`config.mk`:
```
export PLATFORM = sky130hd
export DESIGN_NAME = mem_access_unit
export DESIGN_NICKNAME = d
export VERILOG_FILES = /design/src/rtl/mem_access_unit.sv
export SDC_FILE = /design/constraint.sdc
export NUM_CORES = 1
export LEC_CHECK = 0
export ABC_AREA = 0
export BUFFER_PORTS_ARGS = -buffer_cell sky130_fd_sc_hd__clkbuf_2
export CAP_MARGIN = 0
export CORE_MARGIN = 3
export CORE_UTILIZATION = 47
export DETAILED_ROUTE_END_ITERATION = 16
export GPL_ROUTABILITY_DRIVEN = 0
export PLACE_DENSITY = 0.82
export SKIP_LAST_GASP = 1
export SLEW_MARGIN = 20
export SYNTH_ARGS = -nofsm -noshare
export SYNTH_HDL_FRONTEND = slang
export SYNTH_SLANG_ARGS = --single-unit
```
`constraint.sdc`:
```
create_clock -name clk -period 7.3 [get_ports clk]
set_input_delay 1.095 -clock clk [delete_from_list [all_inputs] [get_ports clk]]
set_output_delay 1.095 -clock clk [all_outputs]
set_load 0.1 [all_outputs]
```
`src/rtl/mem_access_unit.sv`:
```
// Load/store unit between execute and writeback: aligns requests, steers byte lanes,
// extends load data and reports misaligned, timeout and illegal-funct3 faults.
module mem_access_unit #(
  parameter int DATA_WIDTH = 32,
  parameter int META_WIDTH = 48,
  parameter int MAX_WAIT   = 15
) (
  input  logic                    clk,
  input  logic                    reset,
  input  logic                    in_valid,
  output logic                    in_ready,
  input  logic [31:0]             in_addr,
  input  logic [DATA_WIDTH-1:0]   in_wdata,
  input  logic [2:0]              in_funct3,
  input  logic                    in_mem_read,
  input  logic                    in_mem_write,
  input  logic [META_WIDTH-1:0]   in_meta,
  output logic                    mem_req_valid,
  input  logic                    mem_req_ready,
  output logic                    mem_req_we,
  output logic [31:0]             mem_req_addr,
  output logic [DATA_WIDTH-1:0]   mem_req_wdata,
  output logic [DATA_WIDTH/8-1:0] mem_req_be,
  input  logic                    mem_rsp_valid,
  input  logic [DATA_WIDTH-1:0]   mem_rsp_rdata,
  output logic                    out_valid,
  input  logic                    out_ready,
  output logic [DATA_WIDTH-1:0]   out_load_data,
  output logic [31:0]             out_alu_result,
  output logic [META_WIDTH-1:0]   out_meta,
  output logic [1:0]              out_fault
);

  // state    | meaning
  // IDLE     | ready for a new operation
  // REQ      | memory request presented, waiting for mem_req_ready
  // WAIT_RSP | load issued, waiting for mem_rsp_valid or timeout
  // HOLD     | result presented on out_*, waiting for out_ready
  typedef enum logic [1:0] {IDLE, REQ, WAIT_RSP, HOLD} state_t;

  localparam int NB = DATA_WIDTH / 8;
  localparam int K  = $clog2(NB);
  localparam int CW = $clog2(MAX_WAIT + 1);

  state_t                  state_q, state_d;
  logic                    in_ready_q, in_ready_d;
  logic [31:0]             addr_q, addr_d;
  logic [DATA_WIDTH-1:0]   wdata_q, wdata_d;
  logic [NB-1:0]           be_q, be_d;
  logic                    we_q, we_d;
  logic [2:0]              funct3_q, funct3_d;
  logic [META_WIDTH-1:0]   meta_q, meta_d;
  logic [DATA_WIDTH-1:0]   load_q, load_d;
  logic [1:0]              fault_q, fault_d;
  logic [CW-1:0]           cnt_q, cnt_d;

  logic                    is_mem, misal, illegal;
  logic [1:0]              fault_in;
  logic [K-1:0]            in_off;
  logic [DATA_WIDTH-1:0]   wdata_fmt;
  logic [NB-1:0]           be_fmt;
  logic [DATA_WIDTH-1:0]   rsp_sh, rsp_ext;

  always_comb begin
    is_mem = in_mem_read | in_mem_write;
    in_off = in_addr[K-1:0];
    case (in_funct3[1:0])
      2'b01:   misal = in_addr[0];
      2'b10:   misal = |in_addr[1:0];
      2'b11:   misal = |in_addr[2:0];
      default: misal = 1'b0;
    endcase
    // a cycle with both strobes set is treated as a load
    if (in_mem_read)
      illegal = (in_funct3 == 3'b111) ||
                ((DATA_WIDTH == 32) && ((in_funct3 == 3'b011) || (in_funct3 == 3'b110)));
    else
      illegal = in_funct3 >= 3'b011;
    if (!is_mem)      fault_in = 2'b00;
    else if (illegal) fault_in = 2'b11;
    else if (misal)   fault_in = 2'b01;
    else              fault_in = 2'b00;

    case (in_funct3[1:0])
      2'b00: begin
        wdata_fmt = {NB{in_wdata[7:0]}};
        be_fmt    = NB'(1) << in_off;
      end
      2'b01: begin
        wdata_fmt = {(NB/2){in_wdata[15:0]}};
        be_fmt    = NB'(3) << in_off;
      end
      2'b10: begin
        wdata_fmt = {(NB/4){in_wdata[31:0]}};
        be_fmt    = NB'(15) << in_off;
      end
      default: begin
        wdata_fmt = in_wdata;
        be_fmt    = '1;
      end
    endcase

    rsp_sh = mem_rsp_rdata >> {addr_q[K-1:0], 3'b000};
    case (funct3_q)
      3'b000:  rsp_ext = DATA_WIDTH'($signed(rsp_sh[7:0]));
      3'b001:  rsp_ext = DATA_WIDTH'($signed(rsp_sh[15:0]));
      3'b010:  rsp_ext = DATA_WIDTH'($signed(rsp_sh[31:0]));
      3'b100:  rsp_ext = DATA_WIDTH'(rsp_sh[7:0]);
      3'b101:  rsp_ext = DATA_WIDTH'(rsp_sh[15:0]);
      3'b110:  rsp_ext = DATA_WIDTH'(rsp_sh[31:0]);
      default: rsp_ext = rsp_sh;
    endcase
  end

  always_comb begin
    state_d  = state_q;
    addr_d   = addr_q;
    wdata_d  = wdata_q;
    be_d     = be_q;
    we_d     = we_q;
    funct3_d = funct3_q;
    meta_d   = meta_q;
    load_d   = load_q;
    fault_d  = fault_q;
    cnt_d    = cnt_q;
    case (state_q)
      IDLE: begin
        if (in_valid && in_ready_q) begin
          addr_d   = in_addr;
          meta_d   = in_meta;
          funct3_d = in_funct3;
          load_d   = '0;
          cnt_d    = '0;
          fault_d  = fault_in;
          if (is_mem && (fault_in == 2'b00)) begin
            we_d    = ~in_mem_read;
            wdata_d = wdata_fmt;
            be_d    = be_fmt;
            state_d = REQ;
          end else begin
            we_d    = 1'b0;
            be_d    = '0;
            state_d = HOLD;
          end
        end
      end
      REQ: begin
        if (mem_req_ready) begin
          cnt_d   = '0;
          state_d = we_q ? HOLD : WAIT_RSP;
        end
      end
      WAIT_RSP: begin
        if (mem_rsp_valid) begin
          load_d  = rsp_ext;
          state_d = HOLD;
        end else if (cnt_q == CW'(MAX_WAIT - 1)) begin
          fault_d = 2'b10;
          load_d  = '0;
          state_d = HOLD;
        end else begin
          cnt_d = cnt_q + 1'b1;
        end
      end
      HOLD: begin
        if (out_ready) state_d = IDLE;
      end
      default: state_d = IDLE;
    endcase
    // registered so in_ready stays low through reset and rises one clock later
    in_ready_d = (state_d == IDLE);
  end

  always_ff @(posedge clk or posedge reset) begin
    if (reset) begin
      state_q    <= IDLE;
      in_ready_q <= 1'b0;
      addr_q     <= '0;
      wdata_q    <= '0;
      be_q       <= '0;
      we_q       <= 1'b0;
      funct3_q   <= '0;
      meta_q     <= '0;
      load_q     <= '0;
      fault_q    <= '0;
      cnt_q      <= '0;
    end else begin
      state_q    <= state_d;
      in_ready_q <= in_ready_d;
      addr_q     <= addr_d;
      wdata_q    <= wdata_d;
      be_q       <= be_d;
      we_q       <= we_d;
      funct3_q   <= funct3_d;
      meta_q     <= meta_d;
      load_q     <= load_d;
      fault_q    <= fault_d;
      cnt_q      <= cnt_d;
    end
  end

  assign in_ready       = in_ready_q;
  assign mem_req_valid  = (state_q == REQ);
  assign mem_req_we     = we_q;
  assign mem_req_addr   = addr_q & ~32'(NB - 1);
  assign mem_req_wdata  = wdata_q;
  assign mem_req_be     = be_q;
  assign out_valid      = (state_q == HOLD);
  assign out_load_data  = load_q;
  assign out_alu_result = addr_q;
  assign out_meta       = meta_q;
  assign out_fault      = fault_q;

endmodule
```
==> results of run 1 <==
cell type report:
class	count	share of cell area, %
multi-input cells	527	31.0
inverters	5	0.244
clock inverters	13	2.00
repair buffers	346	18.1
flip-flops and latches	161	41.3
well taps	211	2.70
clock buffers	19	4.64
registers in the layout, indices dropped and copies added (netlist names):
name            cells
state_q             2
in_ready            1
mem_req_wdata      32
mem_req_be          4
out_fault           2
out_alu_result     32
funct3_q            3
mem_req_we          1
cnt_q               4
out_load_data      32
out_meta           48
cell usage after synthesis (all sizes together) (4+ instances only):
master  number  share of area [%]
a211o        9                1.1
dfrtp      161                 54
inv          5               0.25
buf         49                4.6
o21bai       4               0.40
clkbuf      27                1.4
mux2i       17                2.3
a221o        8                1.1
nand3        5               0.33
ha           6                1.0
a22o        11                1.3
nand2      289                 14
a21oi       18                1.2
mux2        47                7.1
a22oi        8               0.80
o21ai       39                2.6
nor2        19                1.2
nand3b      11                1.1
worst max path at each step:
| stage | cells past startpoint | from | endpoint |
|---|---|---|---|
| floorplan | 1 | reset | cnt_q[0] |
| global placement | 7 | in_funct3[0] | mem_req_wdata[21] |
| detailed placement | 7 | in_funct3[0] | mem_req_wdata[3] |
| CTS | 7 | in_funct3[0] | mem_req_wdata[13] |
| global route | 8 | in_funct3[1] | mem_req_wdata[13] |
| finish | 7 | in_funct3[0] | mem_req_wdata[29] |
worst max-delay path, stage by stage:
cell	delay, ns
clkbuf_2	0.11
inv_1	0.11
ha_1	0.56
a21oi_1	0.23
nor3_4	0.22
buf_4	0.41
mux2_2	0.40
cells by family after synthesis:
| logic type | Yosys count | share of synthesized area (%) |
|---|---|---|
| simple gates | 341 | 19.0 |
| compound gates | 112 | 10.1 |
| other cells | 1 | 0.0500 |
| mux | 66 | 9.93 |
| flops | 161 | 53.7 |
| fa+ha+maj | 6 | 1.00 |
| buf+inv | 81 | 6.19 |
cells in the final DEF, fill, tap and decap left out, types with 4 or more instances in the layout:
cell / n
o21ai_0: 37
buf_4: 7
mux2i_1: 17
a21oi_1: 18
a211o_1: 9
a22o_1: 11
clkbuf_16: 17
mux2_2: 47
ha_1: 6
a22oi_1: 8
dfrtp_1: 161
nor2_1: 18
clkbuf_2: 338
inv_1: 4
a221o_1: 8
o21bai_1: 4
nand2_1: 289
bufinv_16: 4
nand3b_1: 11
nand3_1: 5
inv_6: 5
metal layers:
metal  part of all wire, %  up-vias
met4                   1.5        2
met3                   7.2       24
met2                    51      276
met5                 0.033        -
li1                      -     3118
met1                    40     3132
stage by stage:
stage / setup slack [ns] / util [%] / instance area, µm² / hold slack (ns)
2_1_floorplan: 1.86 / - / 7500 / 0.480
4_1_cts: 4.45 / 63.1 / 9730 / 0.478
3_5_place_dp: 4.02 / 58.9 / 9090 / 0.461
3_3_place_gp: 4.13 / 58.9 / 9090 / 0.458
5_1_grt: 4.28 / 63.3 / 9760 / 0.497
6_report: 4.44 / 63.3 / 9760 / 0.473
==> impl_metrics.ini, run 1 <==
[routing]
detail_route.wirelength_um = 21300
drtAntennaViolNets = 0
first_pass_iters = 4
drtIter0Drc = 329
avgRoutedWirePerCell_um = 16.6
vias = 6552
vias_per_cell = 5.11
route.detailed.drc = 0

[cells_and_area]
fill_cells = 1324
seq_area_um2 = 4030
multi_input_area_um2 = 3030
area_growth_pct = 30.2
drive_gt1_share_pct = 40.8
diodes = 0
nets = 1219
final_cells = 1282

[timing]
slew_violations = 0
fin_tns_setup_ns = 0
finalCritPeriodShare_pct = 39.2
max_slew_margin_pct = 28.3
max_freq_mhz = 349
post-route-min-period_ns = 2.86
setup_viol = 0
final_hold_viol_count = 0
rsz0062_at_grt = false
worstMarginPinSlew_ns = 1.08
worst_clock_skew_ns = 0.0147

[grt]
antenna_found_initial = 1
use_met3_pct = 7.14
grt_pass1_vias = 6478
track_usage_pct = 23.8
grt_use_met1_pct = 29.7
grt_pass1_wl_um = 33700
busiest_layer = met2
grt_max_degree = 92
globalRouteOverflowTotal = 0
grtUsageMet2_pct = 40.8

[floorplan]
fp-row-count = 45
io_pins = 341
die_height_um = 132
start_util_pct = 48.6
dieWidth_um = 132
core_um2 = 15400
die_area_um2 = 17500

[synthesis]
yosys.cell_types.count = 51
synthesis.area_um2 = 7500
yosys_register_bits = 161
synth_edf_count = 0
ys.flop_type = dfrtp_1
netlist_instances = 768
async_flop_share_pct = 100
synth-warning-count = 0
ys_seq_area_share_pct = 53.7
syn_avg_cell_area_um2 = 9.76

[setup_path]
rr_startpoint = state_q[0]
reg2reg_to = cnt_q[3]
end_kind = register
reg2reg_depth = 5
start_kind = input port
path_class = input port to register
r2r_slack_ns = 4.85
cp_max_fo = 35
crit_arrival_ns = 3.16
cp.required_ns = 7.59

[status]
status = finished, final reports clean

[job]
maxCapViolCount = 0

[place]
hpwl_um = 15200
place_inst = 1249
numPortBuffers = 338

[min_path]
hold_end = out_meta[0]
hold_class = register to register
min-delay-start = out_meta[0]
min_path_cells = 2

[clock_network]
ctsLongestPathBuffers = 2
cts_tree = done
insertion_delay_ns = 0.42
ctsHoldBuffers = 0
cts-buffers-inserted = 17
cts_setup_buffers = 0
cts.htree.levels = 4
cts_root_buffer = clkbuf_16
clkTransAtPathRegs_ns = 0.06
clkSinkCount = 161
cts_resized = 0
Power of run 1 is not shown: default switching activity piles up to over one toggle a cycle in this logic, so the estimate is an artifact.
==> run 2: changes to the inputs <==
==> constraint.sdc (replaced) <==
create_clock -name clk -period 2.7 [get_ports clk]
set_input_delay 0.405 -clock clk [delete_from_list [all_inputs] [get_ports clk]]
set_output_delay 0.405 -clock clk [all_outputs]
set_load 0.1 [all_outputs]
==> run 2 against run 1 <==
Against the previous run:
- die area is the same
- register-to-register slack got worse by 4.3 ns
- global-route usage decreased by 0.22 points
- sequential share of layout area shrank 0.21 points
- highest routed layer unchanged
- utilization increased by 0.32 points
- sequential cell count unchanged
==> impl_metrics.ini, run 2 (synthesized netlist as in run 1, its figures left out) <==
[status]
status = finished, final reports clean

[min_path]
hold_class = input port to asynchronous set/reset pin

[setup_path]
reg2reg_depth = 5
crit_buf_inv = 1
max_stage_delay_ns = 0.72
crit_arrival_ns = 1.70
r2r_slack_ns = 0.60
start_kind = register
cp.required_ns = 2.30
end_kind = output pin
cpMaxStageDelayCell = dfrtp_1
reg2reg_to = mem_req_wdata[5]
path_cells = clkbuf_2
rr_startpoint = state_q[0]
cp_max_fo = 16
path_class = register to output pin
cpLargestDelayFamily = flip-flops

[cells_and_area]
nets = 1228
largest_reg_flops = 48
final_cell_mix = 338 x clkbuf_2, 289 x nand2_1, 161 x dfrtp_1, 47 x mux2_2, 37 x o21ai_0
area_growth_pct = 30.9
fill_cells = 1270
drive_gt1_share_pct = 41.3
final_core_util_pct = 63.6
fin_area_um2 = 9810
multi_input_area_um2 = 3030
seq_area_um2 = 4030
diodes = 0
final_common_cell = clkbuf_2

[grt]
antenna_found_initial = 1
globalRouteOverflowTotal = 0
track_usage_pct = 23.6
grt_max_degree = 79
grt_pass1_vias = 6564
grt_pass1_wl_um = 33300

[timing]
post-route-min-period_ns = 2.11
slew_violations = 0
final_hold_viol_count = 0
worstMarginPinSlew_ns = 0.786
finalCritPeriodShare_pct = 78.1
max_freq_mhz = 474
timing.hold.ws_ns = 0.0364
fin_tns_setup_ns = 0
setup_viol = 0
max_slew_margin_pct = 47.6
worst_clock_skew_ns = 0.0102
rsz0062_at_grt = false

[place]
dpl_cell_area_um2 = 9210
hpwl_um = 15600
numPortBuffers = 338

[routing]
vias = 6567
vias_per_cell = 5.09
detail_route.wirelength_um = 20900
drtIter0Drc = 438
route.detailed.drc = 0
drtAntennaViolNets = 0
first_pass_iters = 5
avgRoutedWirePerCell_um = 16.2

[floorplan]
core_um2 = 15400
fp-row-count = 45
dieWidth_um = 132
io_pins = 341
die_height_um = 132
start_util_pct = 48.6
die_area_um2 = 17500

[job]
maxCapViolCount = 0

[clock_network]
clkTransAtPathRegs_ns = 0.07
ctsLongestPathBuffers = 2
cts_setup_buffers = 0
cts_tree = done
ctsHoldBuffers = 0
clkSinkCount = 161
cts-buffers-inserted = 17
cts.htree.levels = 4
cts_resized = 0
cts_root_buffer = clkbuf_16
insertion_delay_ns = 0.42
-- run 2: cell types whose count changed in the layout (fill, tap and decap cells not counted) --
cell	delta
buf_4	+6
buf_12	+4
bufinv_16	-3
clkinvlp_4	+3
inv_8	+3
clkbuf_8	-2
clkinv_8	+2
inv_6	-2
and4bb_2	-1
and4bb_4	+1
buf_16	-1
clkinv_2	-1
-- run 2: stage by stage --
stage / std cells / worst slack [ns]
after floorplan: 769 / 0.187
after global placement: 1259 / 0.507
after detailed placement: 1259 / 0.406
after CTS: 1291 / 0.581
after global routing: 1291 / 0.477
final: 1291 / 0.591
-- run 2: worst max path at each step --
stage,startpoint,end,slack (ns),depth (start not counted)
after floorplan,out_alu_result[1],out_load_data[20],0.19,5
after global placement,in_funct3[0],mem_req_wdata[18],0.51,8
after detailed placement,in_funct3[0],mem_req_wdata[6],0.41,8
after CTS,out_alu_result[0],out_alu_result[0],0.58,1
after global routing,state_q[0],mem_req_wdata[12],0.48,5
final,out_alu_result[0],out_alu_result[0],0.59,1
-- run 2: area by class of cell --
cell class,count,share of cell area (%)
Sequential cell,161,41.1
Multi-Input combinational cell,527,30.9
Timing Repair Buffer,355,19.1
Clock buffer,17,4.34
Tap cell,211,2.69
Clock inverter,15,1.76
Inverter,5,0.230
-- run 2: metal layers --
metal,up-vias,share of wire [%],GRT usage (%)
met4,2,1.6,7.27
met1,3163,41,29.3
li1,3136,-,-
met2,234,50,39.4
met5,-,0.062,0
met3,32,7.7,7.75
-- run 2: worst register-to-register path: stages (launching register included) --
cell      delay [ns]
dfrtp_1         0.49
and4bb_4        0.46
o21ai_1         0.18
nor3_4          0.24
buf_12          0.23
mux2_2          0.39
Power of run 2 is left out for the same reason.
